**config.mk**
```make
export PLATFORM = sky130hd
export DESIGN_NAME = ssgd_to_bin
export DESIGN_NICKNAME = d
export VERILOG_FILES = /design/src/rtl/ssgd_to_bin.sv
export SDC_FILE = /design/constraint.sdc
export NUM_CORES = 1
export LEC_CHECK = 0
export ABC_AREA = 1
export CAP_MARGIN = 5
export CORE_AREA = 2 2 144 118
export DETAILED_ROUTE_END_ITERATION = 8
export DIE_AREA = 0 0 146 120
export PLACE_DENSITY = 0.44
export SYNTH_ARGS = -nofsm -noshare
export SYNTH_HDL_FRONTEND = slang
export SYNTH_SLANG_ARGS = --single-unit
export TNS_END_PERCENT = 10
```
**constraint.sdc**
```tcl
create_clock -name clk -period 2.73 [get_ports clk]
set_clock_uncertainty 0.15 [all_clocks]
set_input_delay 0.546 -clock clk [delete_from_list [all_inputs] [get_ports clk]]
set_output_delay 0.546 -clock clk [all_outputs]
set_load 0.05 [all_outputs]
```
**src/rtl/ssgd_to_bin.sv**
```systemverilog
// ssgd_to_bin: qualifies a two-digit active-low seven-segment display bus,
// decodes it to a 4-bit binary value, and checks that successive accepted
// values form an incrementing modulo-16 count.
//
// Data path: num -> two-flop synchronizer -> stability counter -> decoder
// -> lock/sequence FSM. Every event output is a registered single-cycle
// pulse. A pattern is accepted once, on the cycle its stability counter
// reaches STABLE_CYCLES. After that the pattern must change and settle
// again before it can be accepted a second time.

module ssgd_to_bin #(
    parameter int unsigned STABLE_CYCLES = 4
) (
    input  logic        clk,
    input  logic        rst_n,
    input  logic [13:0] num,
    output logic [3:0]  value,
    output logic        valid,
    output logic        seq_err,
    output logic        illegal,
    output logic        locked,
    output logic [7:0]  err_count
);

    // All segments dark on both digits.
    localparam logic [13:0] BLANK_PAT  = 14'h3FFF;
    localparam logic [7:0]  STABLE_MAX = 8'(STABLE_CYCLES);
    localparam logic [7:0]  STABLE_PRE = 8'(STABLE_CYCLES - 1);

    typedef enum logic [0:0] {
        UNLOCKED = 1'b0,
        LOCKED   = 1'b1
    } state_t;

    // Ones digit decode. Result is {ok, digit}. The code is {g,f,e,d,c,b,a},
    // active low.
    function automatic logic [4:0] decode_ones(input logic [6:0] code);
        logic [4:0] res;
        case (code)
            7'h40:   res = {1'b1, 4'd0};
            7'h79:   res = {1'b1, 4'd1};
            7'h24:   res = {1'b1, 4'd2};
            7'h30:   res = {1'b1, 4'd3};
            7'h19:   res = {1'b1, 4'd4};
            7'h12:   res = {1'b1, 4'd5};
            7'h02:   res = {1'b1, 4'd6};
            7'h78:   res = {1'b1, 4'd7};
            7'h00:   res = {1'b1, 4'd8};
            7'h10:   res = {1'b1, 4'd9};
            default: res = {1'b0, 4'd0};
        endcase
        return res;
    endfunction

    // Tens digit decode. Result is {ok, is_ten}. A blank tens digit reads as zero.
    function automatic logic [1:0] decode_tens(input logic [6:0] code);
        logic [1:0] res;
        case (code)
            7'h40:   res = 2'b10;
            7'h7F:   res = 2'b10;
            7'h79:   res = 2'b11;
            default: res = 2'b00;
        endcase
        return res;
    endfunction

    logic [13:0] sync1_r;
    logic [13:0] sync_r;
    logic [13:0] prev_r;
    logic [13:0] last_pat_r;
    logic [7:0]  cnt_r;
    logic        pending_r;
    state_t      state_r;
    logic [3:0]  expected_r;
    logic [3:0]  value_r;
    logic        valid_r;
    logic        seq_err_r;
    logic        illegal_r;
    logic [7:0]  err_count_r;

    logic        changed_s;
    logic        accept_s;
    logic [4:0]  ones_s;
    logic [1:0]  tens_s;
    logic [3:0]  dec_val_s;
    logic        dec_legal_s;
    logic [3:0]  next_exp_s;
    logic [7:0]  err_inc_s;

    // Two-flop synchronizer. Only the second stage feeds any logic.
    always_ff @(posedge clk or negedge rst_n) begin
        if (!rst_n) begin
            sync1_r <= BLANK_PAT;
            sync_r  <= BLANK_PAT;
        end else begin
            sync1_r <= num;
            sync_r  <= sync1_r;
        end
    end

    // Acceptance condition. The pattern has held for STABLE_CYCLES cycles.
    // It is either new, or it has changed since it was last accepted.
    always_comb begin
        changed_s = 1'b0;
        accept_s  = 1'b0;
        if (sync_r != prev_r) begin
            changed_s = 1'b1;
        end else begin
            changed_s = 1'b0;
        end
        if (!changed_s && (cnt_r == STABLE_PRE) &&
            (pending_r || (sync_r != last_pat_r))) begin
            accept_s = 1'b1;
        end else begin
            accept_s = 1'b0;
        end
    end

    // Stability counter. It restarts on any change of the synchronized
    // pattern and saturates at STABLE_CYCLES, so acceptance fires only once.
    always_ff @(posedge clk or negedge rst_n) begin
        if (!rst_n) begin
            prev_r    <= BLANK_PAT;
            cnt_r     <= 8'd0;
            pending_r <= 1'b0;
        end else begin
            prev_r <= sync_r;
            if (changed_s) begin
                cnt_r     <= 8'd0;
                pending_r <= 1'b1;
            end else if (cnt_r < STABLE_MAX) begin
                cnt_r <= cnt_r + 8'd1;
                if (accept_s) begin
                    pending_r <= 1'b0;
                end else begin
                    pending_r <= pending_r;
                end
            end else begin
                cnt_r     <= cnt_r;
                pending_r <= pending_r;
            end
        end
    end

    // Decode the synchronized pattern into a binary value with a legality flag.
    always_comb begin
        ones_s      = decode_ones(sync_r[6:0]);
        tens_s      = decode_tens(sync_r[13:7]);
        dec_val_s   = 4'd0;
        dec_legal_s = 1'b0;
        if (tens_s[0]) begin
            dec_val_s = ones_s[3:0] + 4'd10;
        end else begin
            dec_val_s = ones_s[3:0];
        end
        if (ones_s[4] && tens_s[1] && !(tens_s[0] && (ones_s[3:0] > 4'd5))) begin
            dec_legal_s = 1'b1;
        end else begin
            dec_legal_s = 1'b0;
        end
        next_exp_s = dec_val_s + 4'd1;
        if (err_count_r == 8'hFF) begin
            err_inc_s = err_count_r;
        end else begin
            err_inc_s = err_count_r + 8'd1;
        end
    end

    // Lock/sequence FSM. It drives registered event pulses and keeps the
    // expected-next-value tracker and the saturating error count.
    always_ff @(posedge clk or negedge rst_n) begin
        if (!rst_n) begin
            state_r     <= UNLOCKED;
            expected_r  <= 4'd0;
            value_r     <= 4'd0;
            valid_r     <= 1'b0;
            seq_err_r   <= 1'b0;
            illegal_r   <= 1'b0;
            err_count_r <= 8'd0;
            last_pat_r  <= BLANK_PAT;
        end else begin
            valid_r   <= 1'b0;
            seq_err_r <= 1'b0;
            illegal_r <= 1'b0;
            if (accept_s) begin
                last_pat_r <= sync_r;
                if (dec_legal_s) begin
                    value_r    <= dec_val_s;
                    expected_r <= next_exp_s;
                    case (state_r)
                        UNLOCKED: begin
                            state_r <= LOCKED;
                        end
                        LOCKED: begin
                            state_r <= LOCKED;
                            if (dec_val_s == expected_r) begin
                                valid_r <= 1'b1;
                            end else begin
                                seq_err_r   <= 1'b1;
                                err_count_r <= err_inc_s;
                            end
                        end
                        default: begin
                            state_r <= UNLOCKED;
                        end
                    endcase
                end else begin
                    illegal_r   <= 1'b1;
                    err_count_r <= err_inc_s;
                    state_r     <= UNLOCKED;
                end
            end else begin
                state_r <= state_r;
            end
        end
    end

    assign value     = value_r;
    assign valid     = valid_r;
    assign seq_err   = seq_err_r;
    assign illegal   = illegal_r;
    assign locked    = (state_r == LOCKED);
    assign err_count = err_count_r;

endmodule
```
==> impl_metrics.toml, run 1 <==
[status]
status = "finished clean"

[power_and_ir_drop]
p_int_uw = 2250
p_comb_share_pct = 4.7
switching_share_pct = 21.1
p_switching_uw = 602
leakagePower_uw = 0.00222
power.density_nw_per_um2 = 581
p_seq_share_pct = 47.2
clkPwrFrac_pct = 48.1
ir_drop_uv = 288

[yosys]
syn_area_per_cell_sq_um = 8.46
synth_warnings = 0
synthCells = 469
synth.area.mux_share_pct = 0
synth_seq_cells = 85
synth_xor_area_share_pct = 3.75
synth_compound_area_share_pct = 4.54
ys_types = 30
syn-num-nets = 488
synth_top_family_by_area = "simple AND/OR/NAND/NOR gates"
synthAdderAreaFrac_pct = 0.945
yosys.area_share.simple_pct = 29.7
synth_area_sq_um = 3970
yosysSeqAreaShare_pct = 55.3

[floorplan]
die_h_um = 120
dieWidth_um = 146
std_cell_rows = 42
core_area_sq_um = 16200
start_util_pct = 24.5
fp.dieArea_sq_um = 17500
pin_count = 32

[routing]
via_count = 2989
ant_nets = 0
via_per_inst = 4.07
firstDrtPassIters = 4
wl_per_cell_um = 11.4
wirelength_mm = 8.38
drc_errors = 0
drt_iter0_markers = 190

[placement]
hpwl_mm = 6.28
place.gp.congestion = 0.868
port_buffers = 31
dpl_cell_area_sq_um = 4570
dp_slack_ns = 0.352

[clock_network]
cts_setup_buffers = 0
path_clk_slew_ns = 0.06
ctsHoldBuffers = 0
cts_resized = 0
h-tree-depth = 3
tritoncts = "built"
root_buffer = "clkbuf_16"
cts_sinks = 85
insertion_delay_ns = 0.34
cts.path.max_buffers = 2
numCtsBuffers = 9

[sta]
finalSetupViolCount = 0
setup_tns_ns = 0
tightest_slew_ns = 0.549
relSlewSlack_pct = 63.4
rsz0062_at_grt = "false"
hold_viol = 0
post-route-period-util_pct = 86.9
min_period_ns = 2.37
fin_ws_ns = 0.356
fmax_ghz = 0.421
finalMaxSlewViolations = 0

[job]
maxCapViolations = 0

[layout]
num_antenna_cells = 0
syn_to_final_growth_pct = 23.6
drive_gt1_share_pct = 20.2
fillers = 1735
seqCellArea_sq_um = 2200
fin_area_sq_um = 4910
multiInputGateArea_sq_um = 1550
nNetsFinal = 529

[hold_path]
hp-class = "in -> async"

[global_route]
grtUsageTotal_pct = 10.8
grt_use_met2_pct = 15.4
use_met3_pct = 2.93
grt_max_degree = 45
antenna_found_initial = 0
overflow = 0
grt_first_pass_wirelength_mm = 14.9
busiest_layer = "met2"
grt_pass1_vias = 3026
grtUsageMet1_pct = 15.1

[setup_path]
critical_path_class = "reg -> reg"
critPathBufInv = 2
cp.arrival_ns = 2.46
critPathMostFrequentCell = "nand3_1"
cp-start-kind = "flip-flop"
worst_path_max_delay_cell = "dfstp_2"
end_kind = "flip-flop"
cp_top_family = "simple AND/OR/NAND/NOR gates"
cp_max_fo = 11
cp_cell_sequence = "inv_1, nor2_1, nand2_1, nor2_1, buf_4, nand3_1, nand3_1, nand2_1, nor2_4, nand3_1, nand3_1, nand2_1"
cp.required_ns = 2.82
cp_slowest_stage_delay_ns = 0.54
## Yosys cell counts
cell | n | area share (%)
nand2_2 | 4 | 0.63
o21bai_1 | 1 | 0.19
nand3_2 | 1 | 0.25
xnor2_1 | 10 | 2.2
ha_1 | 3 | 0.95
nand4_1 | 9 | 1.4
nor2_2 | 7 | 1.1
o21ai_0 | 24 | 3.0
buf_4 | 1 | 0.19
nor4_1 | 1 | 0.16
inv_1 | 44 | 4.2
nor2_4 | 3 | 0.85
nand2_1 | 147 | 14
clkinv_1 | 1 | 0.094
nor3_1 | 3 | 0.38
a31oi_1 | 4 | 0.63
xor2_1 | 7 | 1.5
dfstp_2 | 56 | 37
dfrtp_1 | 29 | 18
nand3_4 | 2 | 0.88
buf_2 | 2 | 0.25
o21ai_1 | 1 | 0.13
nand3b_1 | 1 | 0.19
nor3_2 | 1 | 0.25
nor2_1 | 61 | 5.8
a21oi_1 | 3 | 0.38
o21a_1 | 1 | 0.19
nand3_1 | 31 | 3.9
inv_2 | 10 | 0.95
clkbuf_1 | 1 | 0.094
## power groups by stage
stage	Clock, uW	Sequential (uW)	Combinational (uW)
6_report	1370	1350	133
3_3_place_gp	0	1370	138
2_1_floorplan	0	1360	69.4
4_1_cts	1420	1350	137
3_5_place_dp	0	1370	136
5_1_grt	1480	1350	155
## state kept, by name, summed over array words and instances, names as in the netlist
signal / cells
cnt_r: 8
expected_r: 4
sync1_r: 14
pending_r: 1
value: 4
illegal: 1
valid: 1
err_count: 8
sync_r: 14
last_pat_r: 14
prev_r: 14
locked: 1
seq_err: 1
## through the flow
stage	std cells	total power, uW	util [%]	hold WS, ns
after floorplan	469	1430	-	0.100
after global placement	719	1500	28.2	0.196
after detailed placement	719	1500	28.2	0.197
after CTS	735	2910	30.3	0.0740
after global routing	735	2990	30.3	0.0976
final	735	2850	30.3	0.0634
## kinds of logic (layout without fill, tap and decap cells)
family,after synthesis,in the layout
XOR/XNOR,17,17
flip-flops,85,85
AND/OR/NAND/NOR,271,271
buffers and inverters,59,105
AO/OA/AOI/OAI,34,34
adder cells (fa/ha/maj),3,3
## worst reg2reg max path, cell delays in order (launching register included)
cell     delay (ns)
dfstp_2        0.54
inv_1          0.12
nor2_1         0.13
nand2_1        0.06
nor2_1         0.14
buf_4          0.21
nand3_1        0.14
nand3_1        0.10
nand2_1        0.09
nor2_4         0.21
nand3_1        0.19
nand3_1        0.14
nand2_1        0.06
## metal layers
metal | routed length (um) | vias to the layer above | share of wire (%)
li1 | - | 1551 | -
met1 | 4460 | 1386 | 53
met2 | 3490 | 41 | 42
met3 | 255 | 11 | 3.0
met4 | 170 | 0 | 2.0
met5 | 0 | - | 0
## layout by cell type, fill, tap and decap left out, types with 2 or more instances in the layout
cell	netlist	layout
inv_2	10	10
clkbuf_8	0	3
nor3_1	3	3
nor2_1	61	61
clkdlybuf4s50_1	0	30
dfrtp_1	29	29
dfstp_2	56	56
buf_4	1	3
nand3_1	31	31
nand2_1	147	147
nor2_2	7	7
a21oi_1	3	3
nand4_1	9	9
clkbuf_16	0	9
nor2_4	3	3
ha_1	3	3
nand2_2	4	4
inv_1	44	44
xnor2_1	10	10
nand3_4	2	2
bufinv_16	0	2
o21ai_0	24	24
xor2_1	7	7
a31oi_1	4	4
## worst paths after layout
check                           slack (ns)                         to  cells after the start                 start
max in group asynchronous             1.72        prev_r[0]$_DFF_PN1_                      2                 rst_n
worst max-delay path                  0.36   err_count[1]$_DFFE_PN0P_                     12   sync_r[7]$_DFF_PN1_
worst min-delay path                  0.06  expected_r[2]$_DFFE_PN0P_                      1                 rst_n
worst min register to register        0.20        sync_r[9]$_DFF_PN1_                      0  sync1_r[9]$_DFF_PN1_
min in group clk                      0.20        sync_r[9]$_DFF_PN1_                      0  sync1_r[9]$_DFF_PN1_
worst max register to register        0.36   err_count[1]$_DFFE_PN0P_                     12   sync_r[7]$_DFF_PN1_
## cell type report
class / instances / area share, %
sequential: 85 / 44.8
multi-input combinational: 325 / 31.5
timing repair buffer: 34 / 6.98
tap: 220 / 5.61
clock buffer: 12 / 5.43
inverter: 55 / 4.21
clock inverter: 4 / 1.53
No activity file was read; power rests on OpenSTA's default activity.
==> run 2: changes to the inputs <==
- GPL_ROUTABILITY_DRIVEN: not set -> 0
==> run 2 against run 1 <==
Net effect: worst hold slack worse by 0.0084 ns; combinational power barely moved; design area decreased by 1.3%; maximum frequency fell by 0.18%; sequential power is essentially flat; critical endpoint is now err_count[0]$_DFFE_PN0P_; final cell count unchanged; count of clock-buffer cells in the layout decreased by 1.
==> impl_metrics.toml, run 2 (synthesis results as in run 1) <==
[status]
status = "finished clean"

[floorplan]
pin_count = 32
core_area_sq_um = 16200
fp.dieArea_sq_um = 17500
dieWidth_um = 146
start_util_pct = 24.5
die_h_um = 120
std_cell_rows = 42

[sta]
post-route-period-util_pct = 87.1
min_period_ns = 2.38
finalMaxSlewViolations = 0
tightest_slew_ns = 0.537
rsz0062_at_grt = "false"
fmax_ghz = 0.421
hold_viol = 0
fin_ws_ns = 0.352
relSlewSlack_pct = 64.2
finalSetupViolCount = 0
setup_tns_ns = 0

[setup_path]
rr_worst_depth = 11
worst_path_max_delay_cell = "dfstp_2"
critical_path_class = "reg -> reg"
worstReg2RegEnd = "err_count[0]$_DFFE_PN0P_"
cp.arrival_ns = 2.47
r2r_start = "sync_r[5]$_DFF_PN1_"
cp-endpoint = "err_count[0]$_DFFE_PN0P_"
critPathBufInv = 1
crit_path_start = "sync_r[5]$_DFF_PN1_"
reg2reg_slack_ns = 0.35
cp_max_fo = 7
cp-start-kind = "flip-flop"
crit_cells = 11
end_kind = "flip-flop"
cp_slowest_stage_delay_ns = 0.63
cp.required_ns = 2.82
critPathMostFrequentCell = "nand2_1"
cp_top_family = "simple AND/OR/NAND/NOR gates"
cp_cell_sequence = "inv_2, nand2_2, nor2_1, a31oi_1, nand2_1, nand2_1, nand2_1, nor2_4, nand3_1, nand3b_1, nand2_1"

[layout]
fillers = 1743
final_util_pct = 29.9
num_antenna_cells = 0
fin_area_sq_um = 4840
drive_gt1_share_pct = 20.0
multiInputGateArea_sq_um = 1550
nNetsFinal = 529
seqCellArea_sq_um = 2200
syn_to_final_growth_pct = 22.0
instances_no_fill = 735
final_cell_mix = "nand2_1, nor2_1, dfstp_2, inv_1, nand3_1"
final_common_cell = "nand2_1"

[placement]
port_buffers = 31
hpwl_mm = 6.20
dp_slack_ns = 0.387
dp.cells = 719
dpl_cell_area_sq_um = 4570

[clock_network]
h-tree-depth = 3
cts.path.max_buffers = 2
cts_resized = 0
path_clk_slew_ns = 0.07
tritoncts = "built"
cts_setup_buffers = 0
insertion_delay_ns = 0.34
root_buffer = "clkbuf_16"
numCtsBuffers = 9
ctsHoldBuffers = 0
cts_sinks = 85

[routing]
wirelength_mm = 8.43
via_per_inst = 4.10
ant_nets = 0
drt_iter0_markers = 224
via_count = 3015
drc_errors = 0
firstDrtPassIters = 5
wl_per_cell_um = 11.5

[global_route]
grt_first_pass_wirelength_mm = 14.5
overflow = 0
antenna_found_initial = 0
grt_max_degree = 45
grtUsageTotal_pct = 10.5
grt_pass1_vias = 2830

[power_and_ir_drop]
ir_drop_uv = 278
power.density_nw_per_um2 = 543
leakagePower_uw = 0.00219

[hold_path]
hp-class = "in -> async"

[job]
maxCapViolations = 0
[run 2: cell type report]
class                   count  share of cell area (%)
clock buffers              11                    5.01
clock inverters             5                   0.697
inverters                  55                    4.26
multi-input cells         325                    31.9
flip-flops and latches     85                    45.4
well taps                 220                    5.68
repair buffers             34                    7.08
[run 2: worst min path at each step]
stage,from,to,slack [ns],cells past startpoint
2_1_floorplan,rst_n,cnt_r[0]$_DFFE_PN0P_,0.10,0
3_3_place_gp,sync1_r[13]$_DFF_PN1_,sync_r[13]$_DFF_PN1_,0.20,0
3_5_place_dp,sync1_r[10]$_DFF_PN1_,sync_r[10]$_DFF_PN1_,0.20,0
4_1_cts,rst_n,expected_r[0]$_DFFE_PN0P_,0.07,1
5_1_grt,rst_n,value[2]$_DFFE_PN0P_,0.09,1
6_report,rst_n,value[3]$_DFFE_PN0P_,0.06,1
[run 2: report_power, final]
part / total (uW) / switching, uW / internal, uW / leakage (uW)
Combinational: 133 / 80.9 / 52.2 / 0.00106
Sequential: 1350 / 28.5 / 1320 / 0.000986
Clock: 1150 / 507 / 644 / 0.000140
Total: 2630 / 616 / 2010 / 0.00219
[run 2: per-layer routing]
| layer | GRT usage (%) | vias up | part of all wire, % |
|---|---|---|---|
| met5 | 0 | - | 0 |
| met4 | 4.37 | 0 | 2.0 |
| met3 | 3.00 | 11 | 4.0 |
| met2 | 14.7 | 51 | 42 |
| met1 | 15.1 | 1403 | 52 |
| li1 | - | 1550 | - |
[run 2: per-stage QoR]
stage               hold slack, ns  power [uW]
finish                      0.0551        2630
global route                0.0949        2760
CTS                         0.0689        2680
detailed placement           0.197        1500
global placement             0.195        1500
floorplan                    0.100        1430
